$ cat src/rtl/ps_wide_len_meter.sv
// Wide PacketStream pass-through with a 2-entry FWFT buffer and a per-packet
// length side-channel (length in narrow words, saturating at 2^LENW-1).
module ps_wide_len_meter #(
    parameter int WIDTH = 8,
    parameter int COUNT = 16,
    parameter int LENW  = 16
) (
    input  logic                       clk,
    input  logic                       reset,
    input  logic [COUNT*WIDTH-1:0]     i_dat,
    input  logic [$clog2(COUNT)-1:0]   i_mty,
    input  logic                       i_val,
    input  logic                       i_eop,
    output logic                       i_rdy,
    output logic [COUNT*WIDTH-1:0]     o_dat,
    output logic [$clog2(COUNT)-1:0]   o_mty,
    output logic                       o_val,
    output logic                       o_eop,
    input  logic                       o_rdy,
    output logic [LENW-1:0]            l_len,
    output logic                       l_val,
    input  logic                       l_rdy
);

    localparam int DW = COUNT * WIDTH;
    localparam int MW = $clog2(COUNT);
    // Wide enough that cnt + COUNT never wraps, even when COUNT > 2^LENW.
    localparam int SW = LENW + MW + 2;
    localparam logic [SW-1:0] LMAX = (SW'(1) << LENW) - SW'(1);

    logic [DW-1:0]   h_dat, t_dat;
    logic [MW-1:0]   h_mty, t_mty;
    logic            h_eop, t_eop;
    logic [1:0]      fill;
    logic            full, push, pop;

    logic [LENW-1:0] cnt;
    logic [SW-1:0]   acc_sum, len_sum;
    logic [LENW-1:0] acc_sat, len_sat;

    assign full  = (fill == 2'd2);
    assign i_rdy = ~reset & ~full & ~(l_val & ~l_rdy);
    assign push  = i_val & i_rdy;
    assign o_val = (fill != 2'd0);
    assign pop   = o_val & o_rdy;

    assign o_dat = h_dat;
    assign o_mty = h_mty;
    assign o_eop = h_eop;

    assign acc_sum = SW'(cnt) + SW'(COUNT);
    assign len_sum = acc_sum - SW'(i_mty);
    assign acc_sat = (acc_sum > LMAX) ? LMAX[LENW-1:0] : acc_sum[LENW-1:0];
    assign len_sat = (len_sum > LMAX) ? LMAX[LENW-1:0] : len_sum[LENW-1:0];

    always_ff @(posedge clk) begin
        if (reset) begin
            h_dat <= '0;
            h_mty <= '0;
            h_eop <= 1'b0;
            t_dat <= '0;
            t_mty <= '0;
            t_eop <= 1'b0;
            fill  <= 2'd0;
        end else begin
            if (pop) begin
                if (fill == 2'd2) begin
                    h_dat <= t_dat;
                    h_mty <= t_mty;
                    h_eop <= t_eop;
                    fill  <= 2'd1;
                end else if (push) begin
                    h_dat <= i_dat;
                    h_mty <= i_mty;
                    h_eop <= i_eop;
                end else begin
                    fill <= 2'd0;
                end
            end else if (push) begin
                if (fill == 2'd0) begin
                    h_dat <= i_dat;
                    h_mty <= i_mty;
                    h_eop <= i_eop;
                    fill  <= 2'd1;
                end else begin
                    t_dat <= i_dat;
                    t_mty <= i_mty;
                    t_eop <= i_eop;
                    fill  <= 2'd2;
                end
            end
        end
    end

    // A new eop may reload the length on the same edge the old one is taken.
    always_ff @(posedge clk) begin
        if (reset) begin
            cnt   <= '0;
            l_len <= '0;
            l_val <= 1'b0;
        end else begin
            if (push) begin
                if (i_eop) begin
                    cnt   <= '0;
                    l_len <= len_sat;
                    l_val <= 1'b1;
                end else begin
                    cnt <= acc_sat;
                    if (l_rdy) l_val <= 1'b0;
                end
            end else if (l_rdy) begin
                l_val <= 1'b0;
            end
        end
    end

endmodule

$ cat config.mk
export PLATFORM = sky130hd
export DESIGN_NAME = ps_wide_len_meter
export DESIGN_NICKNAME = d
export VERILOG_FILES = /design/src/rtl/ps_wide_len_meter.sv
export SDC_FILE = /design/constraint.sdc
export NUM_CORES = 1
export LEC_CHECK = 0
export CAP_MARGIN = 20
export CORE_ASPECT_RATIO = 1.1
export CORE_MARGIN = 2
export CORE_UTILIZATION = 50
export CTS_BUF_LIST = sky130_fd_sc_hd__clkbuf_16
export DETAILED_ROUTE_END_ITERATION = 6
export PLACE_DENSITY = 0.83
export SLEW_MARGIN = 20
export SYNTH_ARGS = -nofsm -noshare
export SYNTH_HDL_FRONTEND = slang
export SYNTH_SLANG_ARGS = --single-unit
$ cat constraint.sdc
create_clock -name clk -period 3.3 [get_ports clk]
set_input_delay 0.66 -clock clk [delete_from_list [all_inputs] [get_ports clk]]
set_output_delay 0.66 -clock clk [all_outputs]
set_load 0.02 [all_outputs]
# Yosys cells after proc, flatten, opt, wreduce, memory -nomap -nowiden
# Cells that the tools add are included.
[classes]
addsub = 2
magnitude_cmp = 2
eq_ne = 2
mux = 26
bitwise_logic = 11
n_reduce_logical = 9
[ops]
columns = ["op", "count"]
rows = [
  ["two-way mux 128 bit", 5],
  ["two-way mux 16 bit", 3],
  ["greater-than comparator 22 x 16 -> 1 bit (second input constant)", 1],
  ["two-way mux 4 bit", 5],
  ["subtractor 17 x 4 -> 18 bit", 1],
  ["adder 16 x 5 -> 17 bit (second input constant)", 1],
  ["greater-than comparator 17 x 16 -> 1 bit (second input constant)", 1],
  ["two-way mux 2 bit", 5],
  ["two-way mux 1 bit", 8],
  ["nonzero test 2 bit", 4],
  ["NOT 1 bit", 6],
  ["AND reduction 3 bit", 2],
  ["bitwise AND 1 bit", 5],
  ["AND reduction 2 bit", 2],
  ["!= test 3 bit (second input constant)", 1],
  ["== test 2 bit (second input constant)", 1],
  ["zero test 2 bit", 1],
]
[totals]
register_bits = 301
inputBits = 138

# Logic depth before layout (Yosys ltp)
# Gate-level depths: netlist (run 1).
[depth]
depth_word = 8
mapped_depth = 11
ltp_nobuf = 10

# Worst setup path before layout (run 1)
# Ideal clock, no wire load.
[synth_timing]
kind = "input port to flip-flop"
startpoint = "input port i_mty[0]"
endpoint = "register l_len[14]"
setup_time_ns = 0.086
arrival_ns = 2.617
required_ns = 3.214
path_slack_ns = 0.598
path_stages = 10
path_buffers = 1
path_cell_list = "ha_1 > inv_1 > fa_1 > a211oi_1 > nor3b_1 > or3_1 > nand3_1 > o22ai_2 > buf_2 > a211oi_1"
[synth_via]
elab_chain_len = 3
[synth_lines]
columns = ["element", "line", "rtl"]
rows = [
  ["start: declaration", "11", "input logic [$clog2(COUNT)-1:0] i_mty,"],
  ["subtractor 17 x 4 -> 18 bit (*)", "52", "assign len_sum = acc_sum - SW'(i_mty);"],
  ["greater-than comparator 22 x 16 -> 1 bit", "54", "assign len_sat = (len_sum > LMAX) ? LMAX[LENW-1:0] : len_sum[LENW-1:0];"],
  ["two-way mux 16 bit (*)", "54", ""],
  ["end signal: assignment", "105", "l_len <= len_sat;"],
  ["end: declaration", "20", "output logic [LENW-1:0] l_len,"],
]
# Mark *: on every way between the ends. The rest lies on a longest branch, timed or not.
# A chain may end at the register's enable or synchronous reset.

# Worst setup path in the final report (run 1)
[layout_timing]
startpoint = "input port i_mty[0]"
endpoint = "register l_len[6]"
# Same word-level chain as after synthesis.

==> out/qor.csv, run 1 <==
metric;value;unit
ant_nets;0;
antenna_found_initial;0;
antenna_cells;0;
yosys_warnings;0;
critPathLaunchType;input pin;
ys_seq_area_share;47.7;%
critPathBufInv;2;
grt_use_total;25.5;%
area_growth;31.5;%
clockBufferDepth;3;
synth_edf_count;0;
grt_first_pass_wirelength;56.2;mm
via_count;12300;
use_met2;43.9;%
pwr-share-seq;45.6;%
cts-root-buf;clkbuf_16;
swShare;26.2;%
placed_cell_area;15500;um^2
syn_area;12500;um^2
synth_fp_nets;1748;
comb_power_share;15.5;%
crit_type;input pin to flip-flop;
power_frac_clock;38.8;%
crit_required;3710;ps
drt_first_pass_iters;6;
period_minus_slack;3030;ps
r2r-start;cnt[2]$_SDFFE_PP0P_;
wirelength;35.8;mm
critPathMaxFanout;16;
dieArea;26300;um^2
portBuffers;289;
coreArea;24500;um^2
synth_seq_cells;298;
vias_per_cell;5.77;
cts_buffers;30;
worst_pin_slew;1040;ps
synth_top_area_cell;dfxtp_1;
synthArstFlopShare;0;%
slowest_delay;490;ps
grt_overflow_total;0;
finClkSkew;5.69;ps
cp-end-kind;flip-flop;
rsz0062_at_grt;no;
drt_iter0_markers;966;
die_h;170;um
netlist_top_cells_area;dfxtp_1 48%, nand2_1 12%, a311oi_1 9.3%;
synthFlopType;dfxtp_1;
drv_cap;0;
hp-start;t_dat[44]$_SDFFE_PP0P_;
ctsHtreeMaxLevel;1;
power_density;519;nW/um^2
synth_area_per_cell;7.81;um^2
cp.arrival;3440;ps
clock.fmax;330;MHz
routabilityCongestion;0.842;
wire_per_inst;16.8;um
ir_worst_vdd;324;uV
first_global_vias;11300;
final_max_slew_viol_count;0;
grt.met3_usage;4.43;%
nets;1942;
outcome;finished, final reports clean;
fp.dieW;155;um
fin_area;16500;um^2
yosysMostFrequentCell;nand2_1;
path_cells;clkdlybuf4s50_1 -> ha_1 -> inv_1 -> fa_1 -> a211oi_1 -> nor3b_1 -> nor3_1 -> o21ai_1 -> o22ai_4 -> a211oi_1;
synth_commonest_cells;406 x nand2_1, 298 x dfxtp_1, 172 x nor2_1;
cts.sinks;298;
clock_latency;550;ps
postCtsSetupRepairBufs;0;
busiest_layer;met2;
drt_drc_violations_left;0;
internal_power;6310;uW
crit_family;compound AO/OA/AOI/OAI gates;
cts.clk_slew.worst_paths;60;ps
path_common_cell;a211oi_1;
dp_hpwl;22.5;mm
netSwitchingPower;2240;uW
holdWs;453;ps
cts_tree;done;
cp-startpoint;i_mty[0];
p_leak;0.00581;uW
ios;290;
yosysTopAreaCellShare;47.7;%
finalSetupViolCount;0;
use_met1;31.4;%
grt_max_degree;136;
syn_inst;1602;
drive_above_1_share;4.45;%
relSlewSlack;30.9;%
period_share;91.9;%
placement_rows;60;
crit_path_top_delay_cell;clkdlybuf4s50_1;
start_util;51.0;%
finalHoldViolations;0;
synth_cell_type_count;47;
hold_class;flip-flop to flip-flop;
sequential cells by signal, summed over array words and instances, names as in the netlist:
register  cells
cnt          13
fill          2
l_len        16
l_val         1
o_dat       128
o_eop         1
o_mty         4
t_dat       128
t_eop         1
t_mty         4
layer usage:
| layer | vias up | wire (um) |
|---|---|---|
| li1 | 5917 | - |
| met1 | 5814 | 14300 |
| met2 | 447 | 17400 |
| met3 | 98 | 2500 |
| met4 | 0 | 1580 |
| met5 | - | 0 |
through the flow:
| step | utilization (%) | setup slack, ps | cells | power, uW | TNS (ps) |
|---|---|---|---|---|---|
| after floorplan | - | 598 | 1602 | 4640 | 0 |
| after global placement | 63.1 | -196 | 2074 | 5270 | -3080 |
| after detailed placement | 63.1 | -350 | 2074 | 5300 | -5230 |
| after CTS | 67.0 | 162 | 2129 | 8590 | 0 |
| after global routing | 67.0 | 75.8 | 2129 | 8840 | 0 |
| final | 67.0 | 269 | 2129 | 8550 | 0 |
placed cells by master (no fill, tap or decap), drive strengths merged, types with 2 or more instances in the layout:
master | Yosys | routed
clkdlybuf4s50 | 0 | 287
nor2 | 172 | 172
and3 | 4 | 4
xnor2 | 19 | 19
nand2 | 406 | 406
a31oi | 6 | 6
a211oi | 24 | 24
o21ai | 11 | 11
o22ai | 5 | 5
a21oi | 150 | 150
xor2 | 8 | 8
nor4b | 2 | 2
inv | 12 | 22
a41oi | 3 | 3
mux2i | 2 | 2
nand4b | 2 | 2
bufinv | 0 | 3
nor2b | 3 | 3
ha | 7 | 7
clkinv | 0 | 10
a311oi | 133 | 133
nand2b | 2 | 2
nor3 | 10 | 10
dfxtp | 298 | 298
buf | 40 | 31
and2 | 3 | 3
nand3 | 146 | 146
clkbuf | 116 | 31
nand4 | 3 | 3
cells by family (layout without fill, tap and decap cells):
group / Yosys count / in the layout / synth area share (%)
AND/OR/NAND/NOR: 760 / 760 / 25.2
buffers and inverters: 168 / 385 / 5.63
AO/OA/AOI/OAI: 338 / 338 / 18.5
adder cells (fa/ha/maj): 8 / 8 / 0.860
flip-flops: 298 / 298 / 47.7
multiplexers: 3 / 3 / 0.250
XOR/XNOR: 27 / 27 / 1.89
area by class of cell:
type | instances | area (um^2)
Timing Repair Buffer | 318 | 3210
Sequential cell | 298 | 5970
Fill cell | 1961 | 8100
Clock inverter | 24 | 180
Clock buffer | 31 | 776
Tap cell | 310 | 388
Inverter | 12 | 45.0
Multi-Input combinational cell | 1136 | 5890
power groups by stage:
stage / Clock (uW) / Sequential (uW) / Combinational, uW
after floorplan: 0 / 4160 / 480
after global placement: 0 / 3970 / 1300
after detailed placement: 0 / 3980 / 1320
after CTS: 3370 / 3900 / 1330
after global routing: 3500 / 3920 / 1420
final: 3320 / 3900 / 1330
what timing repair did:
action,in CTS,in global routing
gates resized for setup,0,1
endpoints found under the setup margin,0,16
hold buffers,0,0
worst register-to-register path: cells and delay by family, from the launching register on:
kind                       cells  cell delay (ps)
AOI/OAI and AO/OA              4             1190
adders and majority gates      2              580
DFF                            1              380
buffers and inverters          2              180
and+or+nand+nor                2              480
worst paths after layout:
path / end / slack (ps) / depth (start not counted)
setup / recovery: l_len[6]$_SDFFE_PP0P_ / 270 / 10
hold / removal: t_dat[44]$_SDFFE_PP0P_ / 450 / 2
setup reg to reg: l_len[6]$_SDFFE_PP0P_ / 360 / 10
hold reg to reg: t_dat[44]$_SDFFE_PP0P_ / 450 / 2
Power figures use the tool's default switching activity.
==> run 2, diff against run 1 <==
Settings changed: CTS_BUF_LIST sky130_fd_sc_hd__clkbuf_16 to sky130_fd_sc_hd__clkbuf_4 sky130_fd_sc_hd__clkbuf_8 sky130_fd_sc_hd__clkbuf_16, REMOVE_ABC_BUFFERS set to 1.
==> out/qor.csv, run 2 (synthesized netlist as in run 1, its figures left out) <==
metric;value;unit;change
final_cells;2136;;+0.33%
antenna_cells;0;;unchanged
cp.arrival;3490;ps;+50 ps
ctsHtreeMaxLevel;1;;unchanged
clock_latency;560;ps;about the same
fin_util;67.8;%;+0.75 points
start_util;51.0;%;unchanged
cts.sinks;298;;unchanged
grt_first_pass_wirelength;58.9;mm;+4.9%
multi_input_area;5880;um^2;-0.13%
cts_buffers;29;;-3.3%
layout_commonest_cell;nand2_1;;
worst_pin_slew;978;ps;-58.6 ps
finalSetupViolCount;0;;unchanged
cts-root-buf;clkbuf_16;;
finalHoldViolations;0;;unchanged
die_h;170;um;unchanged
nets;1950;;+0.41%
place_inst;2083;;+0.43%
ff_latch_area;5970;um^2;unchanged
dieArea;26300;um^2;unchanged
grt_use_total;26.8;%;+1.4 points
coreArea;24500;um^2;unchanged
fp.dieW;155;um;unchanged
routabilityCongestion;0.882;;+4.8%
setup_ws;211;ps;-58.0 ps
r2r_cells;11;;+1
antenna_found_initial;0;;unchanged
postCtsSetupRepairBufs;0;;unchanged
via_count;12600;;+2.4%
area_growth;32.9;%;
clock.fmax;324;MHz;-1.9%
placed_cell_area;15600;um^2;+0.91%
ios;290;;unchanged
cp-startpoint;i_mty[0];;
drt_drc_violations_left;0;;unchanged
period_share;93.6;%;+1.8 points
portBuffers;289;;unchanged
grt_overflow_total;0;;unchanged
regToRegSetupSlack;370;ps;about the same
cts.clk_slew.worst_paths;70;ps;about the same
grt_max_degree;129;;-5.1%
crit_type;input pin to flip-flop;;
pre_cts_ws;-285;ps;+64.4 ps
critPathMaxFanout;16;;unchanged
dp_hpwl;23.4;mm;+4.3%
critPathLaunchType;input pin;;
cts_tree;done;;
fin_area;16600;um^2;+1.1%
vias_per_cell;5.89;;+2.1%
ant_nets;0;;unchanged
outcome;finished, final reports clean;;
wire_per_inst;17.5;um;+4.1%
r2r-start;cnt[2]$_SDFFE_PP0P_;;
r2r_end;l_len[15]$_SDFFE_PP0P_;;
final_max_slew_viol_count;0;;unchanged
period_minus_slack;3090;ps;+58.0 ps
drt_iter0_markers;1073;;+11%
cp-end-kind;flip-flop;;
rsz0062_at_grt;no;;
first_global_vias;11600;;+2.5%
wirelength;37.4;mm;+4.4%
p_leak;0.00588;uW;+1.2%
critical_path.endpoint;l_len[15]$_SDFFE_PP0P_;;
crit_required;3700;ps;about the same
relSlewSlack;34.8;%;+3.9 points
drive_above_1_share;5.75;%;+1.3 points
drv_cap;0;;unchanged
hold_buffers;0;;unchanged
ir_worst_vdd;283;uV;-13%
clockBufferDepth;3;;unchanged
layout_common_cells;404 x nand2_1, 298 x dfxtp_1, 287 x clkdlybuf4s50_1;;
placement_rows;60;;unchanged
holdWs;373;ps;-79.6 ps
ctsResizeCount;0;;unchanged
n_fill_cell;1933;;-1.4%
drt_first_pass_iters;7;;+1
finClkSkew;18.0;ps;+12.3 ps
power_density;527;nW/um^2;+1.5%
hold_class;input pin to flip-flop;;
==> run 2: cell types whose count changed in the layout (fill, tap and decap cells not counted), sizes merged <==
| cell | previous run | this run |
|---|---|---|
| clkinv | 10 | 9 |
| buf | 31 | 39 |
| clkinvlp | 1 | 2 |
| clkbuf | 31 | 38 |
| bufinv | 3 | 4 |
| inv | 22 | 13 |
==> run 2: worst min path at each step <==
stage	from	to	slack, ps	cells past startpoint
after global routing	reset	l_len[11]$_SDFFE_PP0P_	380	2
after global placement	t_dat[92]$_SDFFE_PP0P_	t_dat[92]$_SDFFE_PP0P_	440	2
after detailed placement	t_dat[33]$_SDFFE_PP0P_	t_dat[33]$_SDFFE_PP0P_	450	2
after CTS	reset	l_len[12]$_SDFFE_PP0P_	360	2
after floorplan	t_dat[0]$_SDFFE_PP0P_	t_dat[0]$_SDFFE_PP0P_	430	2
final	reset	l_len[14]$_SDFFE_PP0P_	370	2
==> run 2: stage by stage <==
step | total power, uW | setup TNS [ps]
final | 8770 | 0
after global routing | 9050 | 0
after CTS | 8800 | 0
after detailed placement | 5350 | -4040
after global placement | 5330 | -3010
after floorplan | 4590 | -1533540
==> run 2: per-layer routing <==
metal  vias to the layer above  routed length (um)  part of all wire, %  track usage [%]
met5                         -                   0                    0                0
met4                         0                1410                  3.8             10.4
met3                       104                2910                  7.8             4.58
met2                       573               18000                   48             45.7
met1                      5961               15100                   40             34.0
li1                       5938                   -                    -                -
==> run 2: cell type report <==
type                       instances  share of cell area (%)
clock buffer                      37                    4.91
clock inverter                    16                    1.14
inverter                          12                   0.271
multi-input combinational       1136                    35.3
sequential                       298                    35.9
tap                              310                    2.33
timing repair buffer             327                    20.2
==> run 2: worst max-delay path, stage by stage <==
cell and delay [ps]:
clkdlybuf4s50_1 530, ha_1 190, inv_1 60, fa_1 410
a211oi_1 250, buf_4 150, nor3b_1 70, nor3_1 290
o21ai_1 120, o22ai_2 590, a211oi_1 170
==> run 2: where the power goes <==
| part | internal, uW | switching [uW] | total [uW] | leakage (uW) |
|---|---|---|---|---|
| Combinational | 645 | 747 | 1390 | 0.00294 |
| Sequential | 3790 | 112 | 3900 | 0.00243 |
| Clock | 2060 | 1430 | 3480 | 0.000504 |
| Total | 6490 | 2290 | 8770 | 0.00588 |
==> run 3, diff against run 2 <==
--- a/config.mk
+++ b/config.mk
@@ -12,2 +12,3 @@
 export CTS_BUF_LIST = sky130_fd_sc_hd__clkbuf_4 sky130_fd_sc_hd__clkbuf_8 sky130_fd_sc_hd__clkbuf_16
+export CTS_CLUSTER_SIZE = 20
 export DETAILED_ROUTE_END_ITERATION = 6
--- a/constraint.sdc
+++ b/constraint.sdc
@@ -3,2 +3,2 @@
 set_output_delay 0.66 -clock clk [all_outputs]
-set_load 0.02 [all_outputs]
+set_load 0.005 [all_outputs]
==> out/qor.csv, run 3 (synthesized netlist as in run 1, its figures left out) <==
metric;value;unit;change
outcome;complete, but fails checks;;
violations;DRC;;
hold_depth;2;;unchanged
grt_overflow_total;0;;unchanged
multi_input_area;5880;um^2;unchanged
clockBufferDepth;3;;unchanged
drive_above_1_share;5.75;%;unchanged
ctsHtreeMaxLevel;1;;unchanged
finClkSkew;16.2;ps;-1.79 ps
die_h;170;um;unchanged
wire_per_inst;17.5;um;+0.32%
min_to;t_dat[100]$_SDFFE_PP0P_;;
ant_nets;0;;unchanged
start_util;51.0;%;unchanged
critPathBufInv;3;;unchanged
cts.sinks;298;;unchanged
period_minus_slack;3090;ps;+4.65 ps
clock_latency;540;ps;-20 ps
grt_max_degree;153;;+19%
cts_buffers;29;;unchanged
critPathLaunchType;input pin;;
coreArea;24500;um^2;unchanged
crit_type;input pin to flip-flop;;
placement_rows;60;;unchanged
drv_cap;0;;unchanged
ff_latch_area;5970;um^2;unchanged
crit_family;compound AO/OA/AOI/OAI gates;;
regToRegSetupSlack;340;ps;-30 ps
hold_class;input pin to flip-flop;;
ctsResizeCount;0;;unchanged
cts.clk_slew.worst_paths;60;ps;about the same
area_growth;33.1;%;
slowest_delay;600;ps;about the same
finalHoldViolations;0;;unchanged
period_share;93.8;%;+0.14 points
rsz0062_at_grt;no;;
path_cells;clkdlybuf4s50_1 -> ha_1 -> inv_1 -> fa_1 -> a211oi_1 -> buf_4 -> nor3b_1 -> nor3_1 -> o21ai_1 -> o22ai_2 -> a211oi_1;;
ir_worst_vdd;312;uV;+10%
final_max_slew_viol_count;0;;unchanged
hp-start;reset;;
n_fill_cell;1885;;-2.5%
antenna_found_initial;0;;unchanged
path_common_cell;a211oi_1;;
first_global_vias;11800;;+1.6%
cp-end-kind;flip-flop;;
wirelength;37.5;mm;+0.32%
fin_util;67.9;%;+0.087 points
ios;290;;unchanged
fp.dieW;155;um;unchanged
layout_commonest_cell;nand2_1;;
setup_ws;206;ps;-4.65 ps
critPathMaxFanout;16;;unchanged
drt_drc_violations_left;1;;+1
r2r-start;cnt[2]$_SDFFE_PP0P_;;
hold_buffers;0;;unchanged
grt_first_pass_wirelength;58.8;mm;-0.16%
vias_per_cell;5.82;;-1.2%
layout_common_cells;404 x nand2_1, 298 x dfxtp_1, 287 x clkdlybuf4s50_1;;
worst_pin_slew;934;ps;-43.4 ps
dp_hpwl;23.5;mm;+0.21%
drt_iter0_markers;1300;;+21%
finalSetupViolCount;0;;unchanged
power;8550;uW;-2.6%
via_count;12400;;-1.2%
clock.fmax;323;MHz;-0.15%
pre_cts_ws;-293;ps;-8.12 ps
postCtsSetupRepairBufs;0;;unchanged
relSlewSlack;37.7;%;+2.9 points
r2r_cells;11;;unchanged
crit_path_top_delay_cell;o22ai_2;;
cts_tree;done;;
drt_first_pass_iters;7;;unchanged
p_leak;0.00589;uW;+0.23%
power_density;513;nW/um^2;-2.7%
antenna_cells;0;;unchanged
finalSetupTns;0;ps;unchanged
cts-root-buf;clkbuf_16;;
grt_use_total;26.8;%;-0.060 points
r2r_end;l_len[2]$_SDFFE_PP0P_;;
nets;1949;;-0.051%
cp.arrival;3470;ps;-20 ps
crit_required;3680;ps;-20 ps
routabilityCongestion;0.886;;+0.50%
dieArea;26300;um^2;unchanged
portBuffers;289;;unchanged
==> run 3: cell types whose count changed in the layout (fill, tap and decap cells not counted), sizes merged <==
cell,before,now
clkbuf,38,48
bufinv,4,2
buf,39,38
clkinv,9,4
clkinvlp,2,0
==> run 3: report_power, final <==
| part | total (uW) | internal (uW) | switching [uW] |
|---|---|---|---|
| sequential | 3900 | 3790 | 113 |
| combinational | 1200 | 643 | 559 |
| clock | 3450 | 2080 | 1370 |
==> run 3: worst max path at each step <==
| stage | start | slack, ps | depth (start not counted) | endpoint |
|---|---|---|---|---|
| 6_report | i_mty[0] | 210 | 11 | l_len[2]$_SDFFE_PP0P_ |
| 5_1_grt | i_mty[0] | 20 | 11 | l_len[1]$_SDFFE_PP0P_ |
| 4_1_cts | i_mty[0] | 270 | 11 | l_len[2]$_SDFFE_PP0P_ |
| 3_5_place_dp | i_mty[0] | -290 | 11 | l_len[2]$_SDFFE_PP0P_ |
| 3_3_place_gp | i_mty[0] | -200 | 11 | l_len[0]$_SDFFE_PP0P_ |
| 2_1_floorplan | fill[1]$_SDFFE_PP0P_ | -6360 | 4 | o_dat[0]$_SDFFE_PP0P_ |
==> run 3: metal layers <==
layer	up-vias	part of all wire, %	GRT usage (%)	wire [um]
li1	5941	-	-	-
met1	5864	41	33.9	15200
met2	536	49	46.1	18200
met3	88	7.4	4.18	2760
met4	0	3.4	10.2	1270
met5	-	0	0	0
==> run 3: area by class of cell <==
class,count,share of cell area (%)
Tap cell,310,2.33
Multi-Input combinational cell,1136,35.3
Clock inverter,7,0.556
Sequential cell,298,35.8
Clock buffer,47,5.58
Inverter,12,0.270
Timing Repair Buffer,326,20.2
==> run 3: metrics by stage <==
step                area [um^2]  hold slack, ps  instances
global placement          15600             441       2082
detailed placement        15600             447       2082
CTS                       16700             373       2136
floorplan                 11900             431       1446
global route              16700             387       2136
finish                    16700             385       2136
